$ cat src/rtl/cla_pkg.sv
// -----------------------------------------------------------------------------
// cla_pkg
//   Shared constants for the pipelined carry-lookahead adder.
//   GROUP_W is the width of one lookahead group, and therefore the number of
//   result bits produced by each pipeline stage. cla_width_legal() is the
//   legality rule for the adder width, evaluated at elaboration time by the
//   top level.
// -----------------------------------------------------------------------------
package cla_pkg;

    localparam int GROUP_W   = 4;
    localparam int MIN_WIDTH = 4;
    localparam int MAX_WIDTH = 64;

    // A width is legal when it is a whole number of groups inside the
    // supported range.
    function automatic bit cla_width_legal(input int w);
        return (w >= MIN_WIDTH) && (w <= MAX_WIDTH) && ((w % GROUP_W) == 0);
    endfunction

endpackage

$ cat src/rtl/cla4_group.sv
// -----------------------------------------------------------------------------
// cla4_group
//   Purely combinational 4-bit carry-lookahead group.
//
//   Ports
//     g    [3:0] in   bitwise generate  (a & b)
//     p    [3:0] in   bitwise propagate (a ^ b)
//     cin        in   carry into bit 0 of the group
//     s    [3:0] out  group sum bits
//     cout       out  carry out of bit 3
//     gout       out  group generate  (carry out regardless of cin)
//     pout       out  group propagate (cin passes straight through)
// -----------------------------------------------------------------------------
module cla4_group
    import cla_pkg::*;
(
    input  logic [GROUP_W-1:0] g,
    input  logic [GROUP_W-1:0] p,
    input  logic               cin,
    output logic [GROUP_W-1:0] s,
    output logic               cout,
    output logic               gout,
    output logic               pout
);

    logic [GROUP_W-1:0] c;

    // Every internal carry is a flat two-level expression of g, p and cin,
    // so no carry ripples from one bit to the next inside the group.
    always_comb begin
        c[0] = cin;
        c[1] = g[0]
             | (p[0] & cin);
        c[2] = g[1]
             | (p[1] & g[0])
             | (p[1] & p[0] & cin);
        c[3] = g[2]
             | (p[2] & g[1])
             | (p[2] & p[1] & g[0])
             | (p[2] & p[1] & p[0] & cin);
    end

    assign gout = g[3]
                | (p[3] & g[2])
                | (p[3] & p[2] & g[1])
                | (p[3] & p[2] & p[1] & g[0]);
    assign pout = &p;
    assign cout = gout | (pout & cin);
    assign s    = p ^ c;

endmodule

$ cat src/rtl/cla_pipe_adder.sv
// -----------------------------------------------------------------------------
// cla_pipe_adder
//   Pipelined add/subtract built from 4-bit carry-lookahead groups. Stage k
//   resolves result bits [4k+3:4k] using the carry registered by stage k-1,
//   so the critical path is one group regardless of WIDTH. A valid/ready
//   handshake with per-stage backpressure lets the pipe run at one operation
//   per cycle and stall without losing, duplicating or reordering results.
//
//   Parameters
//     WIDTH      operand width, a multiple of 4 in 4..64 (default 16)
//     STAGES     (local) WIDTH/4: pipeline depth and latency in cycles
//
//   Ports
//     clk        in   clock, rising edge
//     rst        in   asynchronous active-high reset
//     a, b       in   operands, WIDTH bits
//     cin        in   carry-in for addition (ignored when sub=1)
//     sub        in   0: a + b + cin, 1: a - b
//     in_valid   in   operation on a/b/cin/sub is valid
//     in_ready   out  an operation can be accepted this cycle
//     s          out  sum / difference, WIDTH bits (0 when out_valid=0)
//     cout       out  carry out of the MSB (sub=1: 1 means no borrow)
//     ovf        out  two's-complement signed overflow
//     out_valid  out  s/cout/ovf hold a result
//     out_ready  in   consumer takes the result this cycle
// -----------------------------------------------------------------------------
module cla_pipe_adder
    import cla_pkg::*;
#(
    parameter int WIDTH = 16
) (
    input  logic             clk,
    input  logic             rst,
    input  logic [WIDTH-1:0] a,
    input  logic [WIDTH-1:0] b,
    input  logic             cin,
    input  logic             sub,
    input  logic             in_valid,
    output logic             in_ready,
    output logic [WIDTH-1:0] s,
    output logic             cout,
    output logic             ovf,
    output logic             out_valid,
    input  logic             out_ready
);

    localparam int STAGES = WIDTH / GROUP_W;
    localparam int LAST   = STAGES - 1;

    if (!cla_width_legal(WIDTH)) begin : g_bad_width
        $error("cla_pipe_adder: WIDTH=%0d is not a multiple of 4 in 4..64", WIDTH);
    end

    // -------------------------------------------------------------------------
    // Per-stage registers. Operands are stored pre-shifted so that the bits
    // the next group needs always sit in [3:0]; the partial sum is shifted
    // the other way so that, after the last stage, group 0 lands at bit 0.
    // am/bm keep the MSB signs of the effective operands for ovf.
    // -------------------------------------------------------------------------
    logic [STAGES-1:0] vld_q;
    logic [STAGES-1:0] c_q;
    logic [STAGES-1:0] am_q;
    logic [STAGES-1:0] bm_q;
    logic [WIDTH-1:0]  a_q [STAGES];
    logic [WIDTH-1:0]  b_q [STAGES];
    logic [WIDTH-1:0]  s_q [STAGES];

    // What each stage sees on its input side (ports for stage 0,
    // the previous stage's registers otherwise).
    logic [STAGES-1:0] vld_in;
    logic [STAGES-1:0] c_in;
    logic [STAGES-1:0] am_in;
    logic [STAGES-1:0] bm_in;
    logic [WIDTH-1:0]  a_in [STAGES];
    logic [WIDTH-1:0]  b_in [STAGES];
    logic [WIDTH-1:0]  s_in [STAGES];

    // Next-state values loaded when a stage advances.
    logic [STAGES-1:0] c_d;
    logic [WIDTH-1:0]  a_d [STAGES];
    logic [WIDTH-1:0]  b_d [STAGES];
    logic [WIDTH-1:0]  s_d [STAGES];
    logic [WIDTH-1:0]  s_top;

    // Group outputs.
    logic [GROUP_W-1:0] grp_s [STAGES];
    logic [STAGES-1:0]  grp_co;
    logic [STAGES-1:0]  grp_gout;
    logic [STAGES-1:0]  grp_pout;
    // Group generate/propagate are only needed for a multi-level lookahead,
    // which this one-group-per-stage pipeline does not use.
    logic [2*STAGES-1:0] grp_gp_unused;

    // Handshake.
    logic [STAGES-1:0] adv;
    logic              adv_chain;

    // -------------------------------------------------------------------------
    // Stage input selection. Subtraction is a + ~b + 1, so the inversion and
    // the forced carry-in happen once, in front of stage 0.
    // -------------------------------------------------------------------------
    always_comb begin
        vld_in[0] = in_valid;
        a_in[0]   = a;
        b_in[0]   = sub ? ~b : b;
        c_in[0]   = sub ? 1'b1 : cin;
        s_in[0]   = '0;
        am_in[0]  = a[WIDTH-1];
        bm_in[0]  = sub ? ~b[WIDTH-1] : b[WIDTH-1];
        for (int k = 1; k < STAGES; k++) begin
            vld_in[k] = vld_q[k-1];
            a_in[k]   = a_q[k-1];
            b_in[k]   = b_q[k-1];
            c_in[k]   = c_q[k-1];
            s_in[k]   = s_q[k-1];
            am_in[k]  = am_q[k-1];
            bm_in[k]  = bm_q[k-1];
        end
    end

    // -------------------------------------------------------------------------
    // One lookahead group per stage.
    // -------------------------------------------------------------------------
    for (genvar k = 0; k < STAGES; k++) begin : g_stage
        cla4_group u_grp (
            .g    (a_in[k][GROUP_W-1:0] & b_in[k][GROUP_W-1:0]),
            .p    (a_in[k][GROUP_W-1:0] ^ b_in[k][GROUP_W-1:0]),
            .cin  (c_in[k]),
            .s    (grp_s[k]),
            .cout (grp_co[k]),
            .gout (grp_gout[k]),
            .pout (grp_pout[k])
        );
    end

    assign grp_gp_unused = {grp_gout, grp_pout};

    always_comb begin
        s_top = '0;
        c_d   = '0;
        for (int k = 0; k < STAGES; k++) begin
            a_d[k]                      = a_in[k] >> GROUP_W;
            b_d[k]                      = b_in[k] >> GROUP_W;
            s_top                       = '0;
            s_top[WIDTH-1 -: GROUP_W]   = grp_s[k];
            s_d[k]                      = (s_in[k] >> GROUP_W) | s_top;
            c_d[k]                      = grp_co[k];
        end
    end

    // -------------------------------------------------------------------------
    // Advance chain: a stage moves when it is empty or the stage after it
    // moves; the last stage moves when the consumer is ready. Evaluated from
    // the output back towards the input through a scalar so the chain is a
    // plain combinational path.
    // -------------------------------------------------------------------------
    always_comb begin
        adv_chain = ~vld_q[LAST] | out_ready;
        adv       = '0;
        adv[LAST] = adv_chain;
        for (int k = LAST - 1; k >= 0; k--) begin
            adv_chain = ~vld_q[k] | adv_chain;
            adv[k]    = adv_chain;
        end
    end

    assign in_ready = adv[0];

    // -------------------------------------------------------------------------
    // Stage registers: valid bits are reset, datapath registers are not
    // (outputs are gated by the last valid bit instead).
    // -------------------------------------------------------------------------
    always_ff @(posedge clk or posedge rst) begin
        if (rst) begin
            vld_q <= '0;
        end else begin
            for (int k = 0; k < STAGES; k++) begin
                if (adv[k]) begin
                    vld_q[k] <= vld_in[k];
                end
            end
        end
    end

    always_ff @(posedge clk) begin
        for (int k = 0; k < STAGES; k++) begin
            if (adv[k] && vld_in[k]) begin
                a_q[k]  <= a_d[k];
                b_q[k]  <= b_d[k];
                s_q[k]  <= s_d[k];
                c_q[k]  <= c_d[k];
                am_q[k] <= am_in[k];
                bm_q[k] <= bm_in[k];
            end
        end
    end

    // -------------------------------------------------------------------------
    // Output: carry into the MSB is recovered as a ^ b ^ s at the MSB, so
    // ovf = (carry into MSB) ^ (carry out of MSB).
    // -------------------------------------------------------------------------
    assign out_valid = vld_q[LAST];
    assign s         = vld_q[LAST] ? s_q[LAST] : '0;
    assign cout      = vld_q[LAST] & c_q[LAST];
    assign ovf       = vld_q[LAST] & (am_q[LAST] ^ bm_q[LAST] ^ s_q[LAST][WIDTH-1] ^ c_q[LAST]);

endmodule

$ cat config.mk
export PLATFORM = sky130hd
export DESIGN_NAME = cla_pipe_adder
export DESIGN_NICKNAME = d
export VERILOG_FILES = /design/src/rtl/cla_pkg.sv /design/src/rtl/cla4_group.sv /design/src/rtl/cla_pipe_adder.sv
export SDC_FILE = /design/constraint.sdc
export NUM_CORES = 1
export LEC_CHECK = 0
export CAP_MARGIN = 30
export CORE_ASPECT_RATIO = 0.6
export CORE_MARGIN = 2
export CORE_UTILIZATION = 55
export DETAILED_ROUTE_END_ITERATION = 10
export GPL_TIMING_DRIVEN = 1
export PLACE_DENSITY = 0.77
export SLEW_MARGIN = 10
export SYNTH_ARGS = -nofsm -noshare
export SYNTH_HDL_FRONTEND = slang
export SYNTH_SLANG_ARGS = --single-unit
$ cat constraint.sdc
create_clock -name clk -period 4.8 [get_ports clk]
set_input_delay 0.96 -clock clk [delete_from_list [all_inputs] [get_ports clk]]
set_output_delay 0.96 -clock clk [all_outputs]
set_load 0.005 [all_outputs]
==> summary.md <==
| Metric | Value |
|---|---|
| Fillers | 448 |
| Tot GR Track Use | 15.7% |
| Least-Margin Pin Slew | 0.661 ns |
| Clock transition at path regs | 0.06 ns |
| P&R area growth vs syn | 25.6% |
| GR Overflow Total | 0 |
| P_leak | 1.79 nW |
| Slew HR | 56.0% |
| Fmax | 313 MHz |
| Routed len/inst | 14.7 µm |
| Critical R2R Launch | vld_q[3]$_DFFE_PP0P_ |
| Clk sink count | 98 |
| Drt initial violations | 132 |
| RR Endpoint | s_q[1][8]$_DFFE_PP_ |
| Num CTS Buffers | 9 |
| Critical path class | primary input to output port |
| Maximum clock skew at final layout | 0.00945 ns |
| Routed Antenna Nets | 0 |
| Io pins | 58 |
| PortBufs | 57 |
| Routed Wire Length | 5480 µm |
| CTS-repair resized insts | 0 |
| Final cell count without fillers | 372 |
| WHS Endpoint | s_q[3][0]$_DFFE_PP_ |
| Syn_nets | 268 |
| Most common cell in the netlist | edfxtp_1 |
| Vias after detailed routing | 1893 |
| Antenna Cells | 0 |
| Clock buffer depth | 2 |
| Cells after Synth | 210 |
| Sum Neg Setup Slack | 0 ns |
| Worst setup EP type | output port |
| Setup bufs post-CTS | 0 |
| Synth Register Bits | 98 |
| Hold Crit Class | register to register |
| DRT Pass-1 Iters | 4 |
| Die W | 112 µm |
| Pin count of the biggest net entering global routing | 30 |
| Min Tclk post-route | 3.20 ns |
| Initial antenna violation count | 0 |
| Final hold vios | 0 |
| Power per cell area | 431 nW/µm² |
| Peak supply drop | 0.209 mV |
| Avg Cell Area, Syn | 18.5 µm² |
| Core Rows | 23 |
| Nets@finish | 338 |
| Area share of the largest cell type after synthesis | 72.8% |
| H-tree depth | 3 |
| RSZ-0062 raised after global routing | no |
| Number of flops mapped to enable cells by yosys | 94 |
| Synthesized area | 3870 µm² |
| Initial core utilization | 57.5% |
| Post-DP HPWL | 3720 µm |
| Ys async rst share | 4.08% |
| Register area share after synthesis | 75.4% |
| Fin crit share | 66.6% |
| Hold Crit Start | s_q[2][4]$_DFFE_PP_ |
| Layout cell share with drive strength beyond 1 | 9.12% |
| Max Slew Vio Count | 0 |
| Crit-path max FO | 6 |
| CTS Root Cell | clkbuf_16 |
| Clock Latency Late Sink | 0.33 ns |
| Largest area contributor in the netlist | edfxtp_1 |
| Setup crit start kind | primary input |
| DRC errors left | 0 |
| DR vias/cell | 5.09 |
| Reg2reg setup slack | 2.71 ns |
| R2R depth | 4 |
| Largest cells by area after synthesis | edfxtp_1 73%, xor2_1 5.9%, ha_1 5.2% |
| Maxcap violations | 0 |
| CTS tree | done |
| Die area | 7750 µm² |
| Arr. time, crit path | 2.24 ns |
| # setup viols final | 0 |
| Placed Cells | 354 |
| Most common library cells after synthesis | 94 x edfxtp_1, 26 x xor2_1, 20 x and2_1, 16 x ha_1, 8 x a21o_1 |
| Hold Buf Count CTS | 0 |
| First-pass GRT wire length | 9200 µm |
| Status | finished, final reports clean |
| Top FF cell, synth | edfxtp_1 |
| Core Region | 6730 µm² |
| Utilization after layout | 72.3% |
| Distinct cells, synth | 27 |
| Die height | 69.0 µm |
| Hold depth | 0 |
| Vias in the first global route | 1939 |
| Crit path required time | 3.84 ns |
| Placer Congestion | 0.791 |
| Synthesis Warnings | 0 |
## final cells by class
| type | count | area [µm²] | area share [%] |
|---|---|---|---|
| well taps | 87 | 109 | 2.24 |
| flip-flops and latches | 98 | 2920 | 60.1 |
| repair buffers | 62 | 634 | 13.0 |
| clock inverters | 4 | 28.8 | 0.591 |
| multi-input cells | 108 | 932 | 19.2 |
| clock buffers | 12 | 236 | 4.86 |
| inverters | 1 | 3.75 | 0.0771 |
## metal layers
layer,global-route usage [%],up-vias,wire [µm]
li1,-,921,-
met1,19.2,917,2330
met2,26.6,50,2790
met3,5.80,5,332
met4,4.47,0,25
met5,0,-,0
## worst max-delay path: stages
cell,delay [ns]
clkdlybuf4s50_1,0.39
and2b_4,0.29
nand4_2,0.13
clkdlybuf4s50_1,0.47
## through the flow
step	hold slack, ns	power [mW]	setup WS, ns	cell area, µm²
4_1_cts	0.414	2.12	1.59	4840
3_5_place_dp	0.405	1.49	1.34	4580
6_report	0.414	2.10	1.60	4870
3_3_place_gp	0.401	1.46	1.42	4550
5_1_grt	0.418	2.21	1.53	4870
2_1_floorplan	0.400	1.32	1.62	3870
## cells by family after synthesis
group,Yosys count,share of synthesized area [%]
compound gates,24,4.36
xor+xnor,31,7.01
fa+ha+maj,20,7.23
buf+inv,4,0.678
flops,98,75.4
simple gates,33,5.30
## cell usage in the layout (no fill, tap or decap), types with 2 or more instances in the layout
cell | Yosys | routed
a211oi_1 | 3 | 3
a21o_1 | 8 | 8
a21oi_1 | 4 | 4
and2_1 | 20 | 20
buf_8 | 0 | 3
clkbuf_1 | 1 | 3
clkbuf_16 | 0 | 9
clkdlybuf4s50_1 | 0 | 57
clkinvlp_4 | 0 | 2
dfrtp_1 | 4 | 4
edfxtp_1 | 94 | 94
fa_1 | 4 | 4
ha_1 | 16 | 16
nand2b_1 | 2 | 2
nor2_1 | 3 | 3
nor3_1 | 2 | 2
o21ai_0 | 3 | 3
o21bai_1 | 3 | 3
or2_2 | 2 | 2
xnor2_1 | 5 | 5
xor2_1 | 26 | 26
## where the power goes
part / switching [mW] / internal (mW)
clock network: 0.281 / 0.351
logic: 0.142 / 0.185
registers: 0.0415 / 1.10
## sequential cells by signal, summed over array words and instances, names as in the netlist
| signal | count |
|---|---|
| a_q | 23 |
| am_q | 2 |
| b_q | 23 |
| bm_q | 2 |
| c_q | 4 |
| s_q | 40 |
| vld_q | 4 |
## how the worst max path moves through the flow
stage                           endpoint  startpoint  slack, ns  depth (start not counted)
CTS                             in_ready   out_ready       1.59                          4
finish                          in_ready   out_ready       1.60                          4
detailed placement  s_q[0][15]$_DFFE_PP_         sub       1.34                          6
global placement        c_q[0]$_DFFE_PP_         sub       1.42                          6
floorplan            a_q[2][0]$_DFFE_PP_   out_ready       1.62                          2
global route                    in_ready   out_ready       1.53                          4
(Power assumes the default switching activity.)
==> edit: new RTL, same flow settings <==
`WIDTH`: 16 -> 32. Comments in the files are not updated.
--- a/src/rtl/cla_pipe_adder.sv
+++ b/src/rtl/cla_pipe_adder.sv
@@ -28,5 +28,5 @@
     import cla_pkg::*;
 #(
-    parameter int WIDTH = 16
+    parameter int WIDTH = 32
 ) (
     input  logic             clk,
Ports: changed (resized a, b and s); port bits go from 58 to 106. No check against the original RTL was run, so the function may have changed too.
==> edit against the original RTL <==
  * Area after synthesis rose to 3.5 times the old value
  * Synthesized cell count rose to 2.9 times the old value
  * Clock power rose to 4.2 times the old value
  * Sequential power rose to 4.3 times the old value
  * Critical path type unchanged
  * Largest cell class unchanged
  * Sequential cell count rose by 288
  * Critical endpoint unchanged
  * Cell area rose to 3.3 times the old value
  * Total power rose to 4.1 times the old value
  * Routed wire length rose to 3.5 times the old value
  * Clock skew rose by 0.011 ns
  * Combinational power rose to 3.4 times the old value
  * Largest power group unchanged
  * Maximum frequency fell by 9.6%
  * Global-route usage barely moved
  * Setup slack got worse by 0.34 ns
==> edit: results <==
export IMPL_status="finished clean"
export IMPL_yosysWarnings=0
export IMPL_grt_max_degree=58
export IMPL_multi_input_area_um2=1850
export IMPL_grt_usage=0.157
export IMPL_seq_area_frac_synth=0.861
export IMPL_synth_nets=718
export IMPL_p_int_w=0.00672
export IMPL_yosysUniqueCellTypes=29
export IMPL_gr_usage_met1=0.213
export IMPL_viasPerCell=4.98
export IMPL_place_hpwl_mm=11.5
export IMPL_fillers=1506
export IMPL_ir_drop_mv=0.210
export IMPL_leakagePower_nw=5.71
export IMPL_synthTopCellsByArea="edfxtp_1 85%, xor2_1 3.2%, ha_1 3.0%"
export IMPL_fin_nets=861
export IMPL_grt_pass1_wl_mm=30.7
export IMPL_met2_usage=0.253
export IMPL_cts_buffers_inserted=35
export IMPL_postCtsSetupBuffers=0
export IMPL_dpl_cell_area_um2=14900
export IMPL_synthArstFlopShare=0.0207
export IMPL_place_gp_congestion=0.765
export IMPL_seqPwrFrac=0.567
export IMPL_io_buffers=105
export IMPL_drt_initial_drc_count=346
export IMPL_use_met3=0.0302
export IMPL_drive_above_1_share=0.0903
export IMPL_synthTopCellsByCount="378 x edfxtp_1, 49 x xor2_1, 38 x and2_1, 32 x ha_1, 17 x a21o_1"
export IMPL_grt_pass1_vias=5793
export IMPL_critPathMaxFanout=5
export IMPL_cp_slowest_cell="clkdlybuf4s50_1"
export IMPL_clock_skew_ns=0.0202
export IMPL_clk_latency_ns=0.52
export IMPL_cts_buffer_depth=3
export IMPL_h_tree_depth=2
export IMPL_drt_wl_total_mm=19.0
export IMPL_max_stage_delay_ns=0.45
export IMPL_relSlewSlack=0.375
export IMPL_top_regs="s_q (144), b_q (111), a_q (110)"
export IMPL_hold_buffers=0
export IMPL_clockPowerShare=0.305
export IMPL_antenna_found_initial=0
export IMPL_crit_arrival_ns=2.58
export IMPL_first_pass_iters=5
export IMPL_synth_edf_count=378
-- edit: logic make-up after synthesis --
group	Yosys count	share of synthesized area
fa+ha+maj	40	0.0418
simple gates	61	0.0289
xor+xnor	59	0.0385
flops	386	0.861
compound gates	50	0.0254
buf+inv	12	0.00438
-- edit: critical path: cells and delay by family --
kind / cells / cell delay [ns]
and+or+nand+nor: 3 / 0.73
buffers and inverters: 2 / 0.88
-- edit: path summary, 6_finish.rpt --
path	startpoint	to	slack (ns)	cells after the start
hold reg to reg	s_q[1][42]$_DFFE_PP_	s_q[1][70]$_DFFE_PP_	0.41	0
setup reg to reg	vld_q[7]$_DFFE_PP0P_	b_q[2][15]$_DFFE_PP_	2.62	4
hold / removal	s_q[1][42]$_DFFE_PP_	s_q[1][70]$_DFFE_PP_	0.41	0
min in group asynchronous	rst	vld_q[3]$_DFFE_PP0P_	0.71	2
setup / recovery	out_ready	in_ready	1.26	5
max in group asynchronous	rst	vld_q[2]$_DFFE_PP0P_	3.85	2
-- edit: layout make-up --
| type | count | area share |
|---|---|---|
| multi-input cells | 210 | 0.115 |
| clock buffers | 46 | 0.0598 |
| well taps | 322 | 0.0251 |
| inverters | 5 | 0.00117 |
| clock inverters | 15 | 0.00780 |
| flip-flops and latches | 386 | 0.720 |
| repair buffers | 113 | 0.0710 |
-- edit: metal layers --
layer,up-vias,part of all wire
met3,47,0.043
met1,2647,0.44
li1,2615,-
met5,-,0
met4,0,0.033
met2,150,0.48
-- edit: per-stage QoR --
stage                     instances  power (W)  worst slack, ns
after floorplan                 608    0.00553            0.219
after global placement         1033    0.00597             1.27
after detailed placement       1033    0.00607             1.25
after CTS                      1094    0.00871            0.988
after global routing           1097    0.00905             1.15
final                          1097    0.00866             1.26
